===== config.mk =====
export PLATFORM = sky130hd
export DESIGN_NAME = adpll_ref_gen
export DESIGN_NICKNAME = d
export VERILOG_FILES = /design/src/rtl/adpll_ref_gen.sv
export SDC_FILE = /design/constraint.sdc
export NUM_CORES = 1
export LEC_CHECK = 0
export ABC_CLOCK_PERIOD_IN_PS = 9400
export CORE_UTILIZATION = 55
export CTS_CLUSTER_DIAMETER = 60
export CTS_CLUSTER_SIZE = 14
export DETAILED_ROUTE_END_ITERATION = 8
export HOLD_SLACK_MARGIN = 0.08
export PLACE_DENSITY_LB_ADDON = 0.2
export SKIP_CTS_REPAIR_TIMING = 1
export SYNTH_ARGS = -nofsm -noshare
export SYNTH_HDL_FRONTEND = slang
export SYNTH_SLANG_ARGS = --single-unit
export TNS_END_PERCENT = 5

===== constraint.sdc =====
create_clock -name i_clk -period 9.4 [get_ports i_clk]
set_input_delay 2.35 -clock i_clk [delete_from_list [all_inputs] [get_ports i_clk]]
set_output_delay 2.35 -clock i_clk [all_outputs]
set_load 0.005 [all_outputs]

===== src/rtl/adpll_ref_gen.sv =====
// Square-wave reference generator for the adpll RF input: programmable half-period, phase offset, toggle limit, live retune.
// Optional interval jitter from an LFSR when RFGEN_JITTER_EN is defined.
module adpll_ref_gen #(
  parameter int W  = 16,
  parameter int CW = 16
) (
  input  logic          i_clk,
  input  logic          i_rst,
  input  logic          i_start,
  input  logic          i_stop,
  input  logic [W-1:0]  i_half_period,
  input  logic [W-1:0]  i_phase,
  input  logic [CW-1:0] i_num_toggles,
  input  logic          i_load,
  output logic          o_load_ack,
  output logic          o_rf,
  output logic          o_busy,
  output logic          o_done,
  output logic [CW-1:0] o_toggle_cnt
);

  typedef enum logic [1:0] {IDLE, DELAY, RUN} state_t;

  localparam logic [W:0]    ONE     = {{W{1'b0}}, 1'b1};
  localparam logic [CW-1:0] CNT_ONE = {{(CW-1){1'b0}}, 1'b1};

  state_t        state_q;
  logic [W:0]    cnt_q;
  logic [W:0]    ivl_q;
  logic [W-1:0]  h_q;
  logic [W-1:0]  shadow_q;
  logic          pend_q;
  logic [CW-1:0] n_q;
  logic [CW-1:0] tcnt_q;
  logic          rf_q;
  logic          busy_q;
  logic          done_q;
  logic          ack_q;

  logic [1:0]    jb_q;
  logic [1:0]    jb_d;
  logic          tog_d;
  logic [W-1:0]  h_act_d;
  logic [W:0]    start_ivl_d;
  logic [W:0]    run_ivl_d;
  logic [CW-1:0] tcnt_d;

  // Effective interval: 0 behaves as 1, jitter of +/-1 never drives it below 1.
  function automatic logic [W:0] interval(input logic [W-1:0] h, input logic [1:0] jb);
    logic [W:0] v;
    v = (h == '0) ? ONE : {1'b0, h};
    if (jb == 2'b01)
      v = v + ONE;
    else if (jb == 2'b10 && v > ONE)
      v = v - ONE;
    return v;
  endfunction

  assign tog_d       = (state_q != IDLE) && !i_stop && (cnt_q == ONE);
  assign h_act_d     = pend_q ? shadow_q : h_q;
  assign start_ivl_d = interval(i_half_period, jb_q);
  assign run_ivl_d   = interval(h_act_d, jb_d);
  assign tcnt_d      = tcnt_q + CNT_ONE;

`ifdef RFGEN_JITTER_EN
  logic [15:0] lfsr_q;
  logic [15:0] lfsr_d;

  assign lfsr_d = {lfsr_q[14:0], lfsr_q[15] ^ lfsr_q[13] ^ lfsr_q[12] ^ lfsr_q[10]};
  assign jb_q   = lfsr_q[1:0];
  assign jb_d   = lfsr_d[1:0];

  always_ff @(posedge i_clk or posedge i_rst) begin
    if (i_rst)
      lfsr_q <= 16'hACE1;
    else if (tog_d)
      lfsr_q <= lfsr_d;
  end
`else
  assign jb_q = 2'b00;
  assign jb_d = 2'b00;
`endif

  always_ff @(posedge i_clk or posedge i_rst) begin
    if (i_rst) begin
      state_q  <= IDLE;
      cnt_q    <= '0;
      ivl_q    <= '0;
      h_q      <= '0;
      shadow_q <= '0;
      pend_q   <= 1'b0;
      n_q      <= '0;
      tcnt_q   <= '0;
      rf_q     <= 1'b0;
      busy_q   <= 1'b0;
      done_q   <= 1'b0;
      ack_q    <= 1'b0;
    end else begin
      done_q <= 1'b0;
      ack_q  <= 1'b0;
      case (state_q)
        IDLE: begin
          if (i_start && !i_stop) begin
            // Delay and first interval are folded into one countdown.
            h_q     <= i_half_period;
            n_q     <= i_num_toggles;
            ivl_q   <= start_ivl_d;
            cnt_q   <= {1'b0, i_phase} + start_ivl_d;
            tcnt_q  <= '0;
            rf_q    <= 1'b0;
            pend_q  <= 1'b0;
            busy_q  <= 1'b1;
            state_q <= DELAY;
          end
        end
        default: begin
          if (i_stop) begin
            rf_q    <= 1'b0;
            busy_q  <= 1'b0;
            state_q <= IDLE;
          end else begin
            if (state_q == DELAY && cnt_q <= ivl_q + ONE)
              state_q <= RUN;
            if (tog_d) begin
              rf_q   <= ~rf_q;
              tcnt_q <= tcnt_d;
              if (n_q != '0 && tcnt_d == n_q) begin
                busy_q  <= 1'b0;
                done_q  <= 1'b1;
                state_q <= IDLE;
              end else begin
                if (pend_q) begin
                  h_q    <= shadow_q;
                  pend_q <= 1'b0;
                  ack_q  <= 1'b1;
                end
                cnt_q <= run_ivl_d;
              end
            end else begin
              cnt_q <= cnt_q - ONE;
            end
            // A load on a toggle edge lands after the toggle consumed the old shadow.
            if (i_load) begin
              shadow_q <= i_half_period;
              pend_q   <= 1'b1;
            end
          end
        end
      endcase
    end
  end

  assign o_rf         = rf_q;
  assign o_busy       = busy_q;
  assign o_done       = done_q;
  assign o_load_ack   = ack_q;
  assign o_toggle_cnt = tcnt_q;

endmodule


=== Word level (Yosys, flattened, before mapping) ===
Cells that the tools add are included.

* Flip-flop bits (word level): 105
* Bits of input ports: 53
* Logic and storage cells: 97

* $add $sub $neg: 4
* Magnitude comparators: 1
* Equality and inequality tests: 8
* Mux-type cells: 46
* Bitwise gates (word level): 3
* Reductions and logical operators: 23

{| class="wikitable"
|+ Operator list
! operator !! count
|-
| $mux W16 || 12
|-
| $mux W17 || 5
|-
| $logic_not A16 Y1 || 2
|-
| $mux W1 || 23
|-
| $add A16 B16 Y17 || 1
|-
| $add A17 B1 Y17 const B || 1
|-
| $eq A17 B1 Y1 const B || 1
|-
| $le A17 B17 Y1 || 1
|-
| $sub A17 B1 Y17 const B || 1
|-
| $add A16 B1 Y16 const B || 1
|-
| $eq A16 B16 Y1 || 1
|-
| $reduce_bool A16 Y1 || 1
|-
| $mux W2 || 6
|-
| $reduce_and A3 Y1 || 4
|-
| $reduce_bool A3 Y1 || 3
|-
| $reduce_and A4 Y1 || 2
|-
| $ne A3 B2 Y1 const B || 2
|-
| $logic_and A1 B1 Y1 || 5
|-
| $ne A2 B1 Y1 const B || 2
|-
| $reduce_and A2 Y1 || 2
|-
| $reduce_bool A2 Y1 || 2
|-
| $not A1 Y1 || 3
|-
| $eq A2 B1 Y1 const B || 1
|-
| $logic_not A2 Y1 || 1
|-
| other kinds (2) || 2
|}

=== Longest topological paths before layout ===
Gate-level depths: netlist of run 1.

* Word-level depth: 8
* Gate-level depth with buffers: 15

=== Worst setup path before layout of run 1 ===
OpenSTA, ideal clock, no wires.

* Kind: in2reg
* Start: in i_half_period[7]
* End: reg cnt_q[13]
* Arrival time: 4.572 ns
* Data required time: 9.336 ns
* Path slack: 4.763 ns
* Cell stages on the path: 11
* Path buffers: 0
* Cell sequence: nor3_1 a41o_1 ha_1 a211o_1 a21oi_1 o21ai_0 a2111oi_0 nor3_1 or4_1 nand3_1 mux2_2

* Longest elaborated chain between the ends: 5

{| class="wikitable"
|+ RTL lines
! element !! line !! RTL
|-
| start: declaration || 11 || <nowiki>input logic [W-1:0] i_half_period,</nowiki>
|-
| $logic_not A16 Y1 || 51 || <nowiki>v = (h == '0) ? ONE : {1'b0, h};</nowiki>
|-
| $mux W16 || 51 ||
|-
| via start_ivl_d[0] || 44 || <nowiki>logic [W:0] start_ivl_d;</nowiki>
|-
| $add A16 B16 Y17 || 108 || <nowiki>cnt_q <= {1'b0, i_phase} + start_ivl_d;</nowiki>
|-
| $mux W17 || 103 || <nowiki>if (i_start && !i_stop) begin</nowiki>
|-
| $mux W17 || 101 || <nowiki>case (state_q)</nowiki>
|-
| end signal: assignment || 108 ||
|-
| end signal: assignment || 137 || <nowiki>cnt_q <= run_ivl_d;</nowiki>
|-
| end signal: assignment || 140 || <nowiki>cnt_q <= cnt_q - ONE;</nowiki>
|-
| end: declaration || 28 || <nowiki>logic [W:0] cnt_q;</nowiki>
|}

The timed path passes the listed nets, and every way through them passes these cells. The select of a mux whose other input is x is not followed.
A chain may end at the register's enable or synchronous reset.

=== Worst setup path in the final report of run 1 ===
* Start: in i_stop
* End: reg cnt_q[9]

* Longest elaborated chain between the ends: 6

{| class="wikitable"
|+ RTL lines
! element !! line !! RTL
|-
| start: declaration || 10 || <nowiki>input logic i_stop,</nowiki>
|-
| $logic_not A1 Y1 || 59, 103 ||
|-
| $logic_and A1 B1 Y1 (2 in a row) || 59 || <nowiki>assign tog_d = (state_q != IDLE) && !i_stop && (cnt_q == ONE);</nowiki>
|-
| $mux W17 || 124 || <nowiki>if (tog_d) begin</nowiki>
|-
| $mux W17 || 117 || <nowiki>if (i_stop) begin</nowiki>
|-
| $mux W17 || 101 ||
|}

Several ways; a longest one is shown, not always the timed one. The select of a mux whose other input is x is not followed.

==> flow_summary.json, run 1 <==
{
  "grt_first_pass_wirelength_mm": 31.8,
  "cts.sink_count": 104,
  "ys.warnings.count": 0,
  "finalSetupTns_ps": 0,
  "power_per_cell_area_nw_per_um2": 275,
  "irDropWorstVdd_mv": 0.168,
  "via_per_inst": 6.55,
  "reg2reg_depth": 7,
  "clock_latency_ps": 360,
  "numCtsBuffers": 9,
  "hold_path_class": "reg2reg",
  "clockPowerShare_pct": 17.0,
  "synth_top_cell_area_share_pct": 36.4,
  "groute.usage.overall_pct": 31.5,
  "min_delay_path_depth": 2,
  "synth_top_cells_by_area": "dfrtp_1 36%, mux2_2 9.8%, ha_1 6.5%",
  "max_stage_delay_ps": 740,
  "fp.dieArea_sq_um": 13500,
  "detail_route.wirelength_mm": 20.1,
  "drive_gt1_share_pct": 13.5,
  "leakagePower_nw": 3.27,
  "post-place-ws_ps": 3460,
  "totalPowerFinal_mw": 2.26,
  "tritoncts": "done",
  "worst-slew-pin-transition_ps": 1160,
  "post_synth_edffs": 0,
  "floorplan.io_pins": 73,
  "overflow": 0,
  "rsz_0062_raised_after_global_routing": "no",
  "worstHoldEndpoint": "cnt_q[10]",
  "nets": 880,
  "critPathKind": "in2reg",
  "cts_max_path_buffers": 2,
  "pwr-share-comb_pct": 43.4,
  "number_of_global_route_vias_before_repair": 5863,
  "min_from": "cnt_q[10]",
  "power_frac_seq_pct": 39.6,
  "register_area_share_after_synthesis_pct": 36.4,
  "post-route-worst-setup-slack_ps": 3790,
  "worst_path_max_delay_cell": "nor4b_4",
  "timing.final.crit_period_ps": 5610,
  "finalClockSkew_ps": 4.12,
  "worst_ep_arrival_time_ps": 5860,
  "mappedNetlistArea_sq_um": 7160,
  "yosysMostFrequentCell": "dfrtp_1",
  "synth-async-reset-ratio_pct": 100,
  "num_vias": 6332,
  "rr_endpoint": "cnt_q[9]",
  "hpwlAfterDp_mm": 14.5,
  "critical_path_peak_fanout": 23,
  "worst_setup_path_start_kind": "primary input",
  "seqCellArea_sq_um": 2600,
  "ant_nets": 0,
  "cp_cell_sequence": "clkdlybuf4s50_1, nand4b_1, nand2b_4, nor4b_4, nand2b_1, mux2_2",
  "gate_count_of_the_mapped_netlist": 754,
  "filler_cell_count": 1029,
  "critical_path_required_ps": 9650,
  "run_status": "complete, no violations",
  "count_of_routing_violations_after_the_opening_detailed_route_iteration": 578,
  "drt_pass1_iterations": 6,
  "reg2reg_setup_slack_ps": 5170,
  "place.gp.congestion": 0.911,
  "synth_largest_area_cell": "dfrtp_1",
  "synthToLayoutAreaGrowth_pct": 14.8,
  "multi_input_comb_area_sq_um": 4310,
  "routed_wire_length_per_instance_um": 20.8,
  "syn-num-nets": 845,
  "internal_power_mw": 1.30,
  "fmax_ghz": 0.178,
  "maximum_number_of_pins_on_one_net_before_global_route_repair": 77,
  "grt_antenna_before_repair": 0,
  "postSynth.topFlopCell": "dfrtp_1",
  "cap_viol_max_count": 0,
  "synthTopCellsByCount": "104 x dfrtp_1, 66 x o21ai_0, 62 x mux2_2",
  "synthesis.area_per_instance_sq_um": 9.49,
  "start_util_pct": 56.5,
  "clk_pin_slew_worst_paths_ps": 80,
  "switching_share_pct": 42.7,
  "portBuffers": 72,
  "fin_hold_ws_ps": 556,
  "fp.dieW_um": 116,
  "finalSetupViolations": 0,
  "antenna_cells": 0,
  "final_max_slew_viol_count": 0,
  "power.net_switching_mw": 0.965,
  "ctsHtreeMaxLevel": 3,
  "timing.rr.start": "cnt_q[2]",
  "postSynthRegisterBits": 104,
  "post_synth_num_cell_types": 72,
  "placeableCoreArea_sq_um": 12700,
  "critical_path.endpoint_type": "flop",
  "slew-limit-headroom_pct": 22.6,
  "cts.root.buffer_cell": "clkbuf_16",
  "hold_viol": 0,
  "remaining_drc_errors": 0,
  "final_min_period_over_clock_period_pct": 59.6,
  "placement_rows": 41,
  "die_h_um": 116
}
power groups by stage:
stage	logic [mW]	clock network (mW)	registers (mW)
2_1_floorplan	0.761	0	0.787
3_3_place_gp	0.923	0	0.880
3_5_place_dp	0.956	0	0.891
4_1_cts	0.969	0.387	0.885
5_1_grt	1.08	0.404	0.921
6_report	0.981	0.384	0.896
stage by stage:
| step | area [sq um] | utilization [%] | std cells |
|---|---|---|---|
| final | 8210 | 64.8 | 966 |
| after global routing | 8210 | 64.8 | 966 |
| after CTS | 8210 | 64.8 | 966 |
| after detailed placement | 7920 | 62.5 | 950 |
| after global placement | 7920 | 62.5 | 950 |
| after floorplan | 7160 | - | 754 |
worst max-delay path: cells and delay by family:
| kind | cells | cell delay, ps |
|---|---|---|
| and+or+nand+nor | 4 | 2440 |
| muxes | 1 | 410 |
| buffers and inverters | 1 | 650 |
routing by layer:
layer	part of all wire, %	track usage (%)
met1	45	45.2
met2	45	47.3
met3	7.8	7.17
met4	2.2	9.57
met5	0	0
cell type report:
cell class	instances	share of cell area [%]
multi-input cells	588	52.4
clock inverters	7	0.899
well taps	172	2.62
inverters	10	0.487
clock buffers	9	2.74
flip-flops and latches	104	31.7
repair buffers	76	9.14
layout by cell type (no fill, tap or decap), types with 15 or more instances in the layout:
cell type        instances
mux2_2                  62
ha_1                    37
xnor2_1                 17
a21oi_1                 31
nor4_1                  23
nand2_1                 48
nand4_1                 15
nor2_1                  45
nand3_1                 25
dfrtp_1                104
o21ai_0                 66
nor3_1                  22
clkdlybuf4s50_1         72
o22ai_1                 18
xor2_1                  29
state kept, by name, summed over array words and instances, names as in the netlist, 2 cells and up:
register	count
n_q	16
ivl_q	16
shadow_q	16
h_q	16
state_q	2
o_toggle_cnt	16
cnt_q	17
kinds of logic (layout without fill, tap and decap cells):
group,Yosys count,in the layout,share of synthesized area [%]
AO/OA/AOI/OAI,201,201,19.4
AND/OR/NAND/NOR,235,235,17.7
buffers and inverters,62,102,3.64
multiplexers,68,68,10.6
flip-flops,104,104,36.4
XOR/XNOR,46,46,5.63
adder cells (fa/ha/maj),38,38,6.75
worst max-delay path by stage:
stage,startpoint,to,cells after the start
6_report,i_stop,cnt_q[9],6
5_1_grt,i_stop,cnt_q[14],6
4_1_cts,i_stop,cnt_q[13],6
3_5_place_dp,i_stop,cnt_q[13],6
3_3_place_gp,i_stop,cnt_q[13],6
2_1_floorplan,i_rst,cnt_q[0],1
Power figures use the tool's default switching activity.
==> run 2, diff against run 1 <==
--- a/config.mk
+++ b/config.mk
@@ -5,7 +5,7 @@
 export SDC_FILE = /design/constraint.sdc
 export NUM_CORES = 1
 export LEC_CHECK = 0
-export ABC_CLOCK_PERIOD_IN_PS = 9400
+export ABC_CLOCK_PERIOD_IN_PS = 5200
 export CORE_UTILIZATION = 55
 export CTS_CLUSTER_DIAMETER = 60
 export CTS_CLUSTER_SIZE = 14
==> constraint.sdc (replaced) <==
create_clock -name i_clk -period 5.2 [get_ports i_clk]
set_input_delay 1.3 -clock i_clk [delete_from_list [all_inputs] [get_ports i_clk]]
set_output_delay 1.3 -clock i_clk [all_outputs]
set_load 0.005 [all_outputs]
==> run 2 against run 1 <==
Via count grew 0.49%. First-iteration DRC count grew 39%. Utilization grew 0.34 points. Count of clock-buffer cells in the layout is the same. Register-to-register slack lost 4000 ps. Cell area grew 0.52%. Clock power grew 82%. Critical path depth grew 8. Power grew 81%. Non-clock buffer count grew 5. Critical path type unchanged. Largest power group unchanged.
==> flow_summary.json, run 2 (synthesis results as in run 1) <==
{
  "worst-slew-pin-transition_ps": 1120,
  "die_h_um": 116,
  "hold_path_class": "reg2reg",
  "irDropWorstVdd_mv": 0.366,
  "worst_ep_arrival_time_ps": 4560,
  "placeableCoreArea_sq_um": 12700,
  "hold_viol": 0,
  "nets": 885,
  "post-route-worst-setup-slack_ps": 926,
  "groute.usage.overall_pct": 31.4,
  "place.gp.congestion": 0.961,
  "tritoncts": "done",
  "finalClockSkew_ps": 12.6,
  "critPathKind": "in2reg",
  "rsz_0062_raised_after_global_routing": "no",
  "maximum_number_of_pins_on_one_net_before_global_route_repair": 78,
  "leakagePower_nw": 3.28,
  "drive_gt1_share_pct": 14.0,
  "detail_route.wirelength_mm": 20.2,
  "grt_antenna_before_repair": 0,
  "ctsHtreeMaxLevel": 3,
  "start_util_pct": 56.5,
  "cts_max_path_buffers": 2,
  "cpMostUsedCell": "a21oi_1",
  "routed_wire_length_per_instance_um": 20.8,
  "floorplan.io_pins": 73,
  "critPathLaunch": "i_half_period[15]",
  "fp.dieArea_sq_um": 13500,
  "critical_path_peak_fanout": 5,
  "remaining_drc_errors": 0,
  "worst_setup_path_start_kind": "primary input",
  "largest_register_ff_count": 17,
  "hpwlAfterDp_mm": 14.9,
  "most_frequent_standard_cell_in_the_layout_excluding_fill_and_tap_cells": "dfrtp_1",
  "timing.final.crit_period_ps": 4270,
  "number_of_global_route_vias_before_repair": 5903,
  "filler_cell_count": 1063,
  "count_of_routing_violations_after_the_opening_detailed_route_iteration": 804,
  "finalSetupTns_ps": 0,
  "placement_rows": 41,
  "max_stage_delay_ps": 560,
  "fp.dieW_um": 116,
  "cts.sink_count": 104,
  "drt_pass1_iterations": 6,
  "critical_path.endpoint_type": "flop",
  "slew-limit-headroom_pct": 25.3,
  "power_per_cell_area_nw_per_um2": 497,
  "timing.rr.start": "o_toggle_cnt[0]",
  "ant_nets": 0,
  "cp_cell_sequence": "clkdlybuf4s50_1, nor4_1, a41o_1, ha_1, inv_1, fa_1, nor2b_1, o31a_1, o31ai_1, a21oi_1, o2111ai_1, a21oi_1, a41oi_1, o21ai_0",
  "overflow": 0,
  "final_min_period_over_clock_period_pct": 82.2,
  "numCtsBuffers": 9,
  "portBuffers": 72,
  "antenna_cells": 0,
  "via_per_inst": 6.55,
  "worst_path_max_delay_cell": "clkdlybuf4s50_1",
  "grt_first_pass_wirelength_mm": 31.8,
  "critical_path_required_ps": 5480,
  "fmax_ghz": 0.234,
  "cap_viol_max_count": 0,
  "clk_pin_slew_worst_paths_ps": 80,
  "cts.root.buffer_cell": "clkbuf_16",
  "clock_latency_ps": 360,
  "run_status": "complete, no violations",
  "finalSetupViolations": 0,
  "min_from": "o_busy",
  "synthToLayoutAreaGrowth_pct": 15.4,
  "post-place-ws_ps": 624,
  "top_register": "cnt_q",
  "final_max_slew_viol_count": 0,
  "num_vias": 6363,
  "leading_cell_types_in_the_layout_fill_and_taps_excluded": "104 x dfrtp_1, 72 x clkdlybuf4s50_1, 66 x o21ai_0"
}
run 2: cell types whose count changed in the layout (fill, tap and decap cells not counted):
cell	delta
bufinv_16	+1
clkinvlp_4	+3
buf_4	+5
inv_6	+1
clkinv_8	-1
inv_8	-2
clkinv_4	-2
run 2: area by class of cell:
cell class	count	area (sq um)	area share, %
multi-input cells	588	4310	52.2
flip-flops and latches	104	2600	31.5
repair buffers	81	788	9.55
clock buffers	9	225	2.73
well taps	172	215	2.61
clock inverters	7	78.8	0.955
inverters	10	40.0	0.485
run 2: where the power goes:
part / switching (mW) / internal [mW] / total (mW)
Clock: 0.323 / 0.377 / 0.700
Sequential: 0.479 / 1.14 / 1.62
Combinational: 0.917 / 0.869 / 1.79
Total: 1.72 / 2.38 / 4.10
run 2: layer usage:
layer	vias to the layer above	global-route usage (%)	wire (um)
met2	334	46.2	8990
li1	2918	-	-
met1	3077	45.2	8840
met5	-	0	0
met4	0	9.06	395
met3	34	8.47	2000
run 2: worst paths after layout:
path,end,slack [ps],cells after the start
hold / removal,o_busy,530,2
min in group asynchronous,o_toggle_cnt[3],1520,2
setup reg to reg,cnt_q[9],1150,10
hold reg to reg,o_busy,530,2
setup / recovery,cnt_q[16],930,14
max in group asynchronous,ivl_q[7],2740,3
run 2: critical path: cells and delay by family:
| family | cells | cell delay, ps |
|---|---|---|
| compound gates | 8 | 1370 |
| fa+ha+maj | 2 | 600 |
| buf+inv | 2 | 630 |
| simple gates | 2 | 640 |
run 2: per-stage QoR:
step                power [mW]  instances  hold WS (ps)  utilization [%]  cell area (sq um)
finish                    4.10        971           535             65.2               8260
global route              4.35        971           570             65.2               8260
CTS                       4.07        971           537             65.2               8260
detailed placement        3.35        955           522             62.8               7950
global placement          3.26        955           498             62.8               7950
floorplan                 2.80        754           492                -               7160
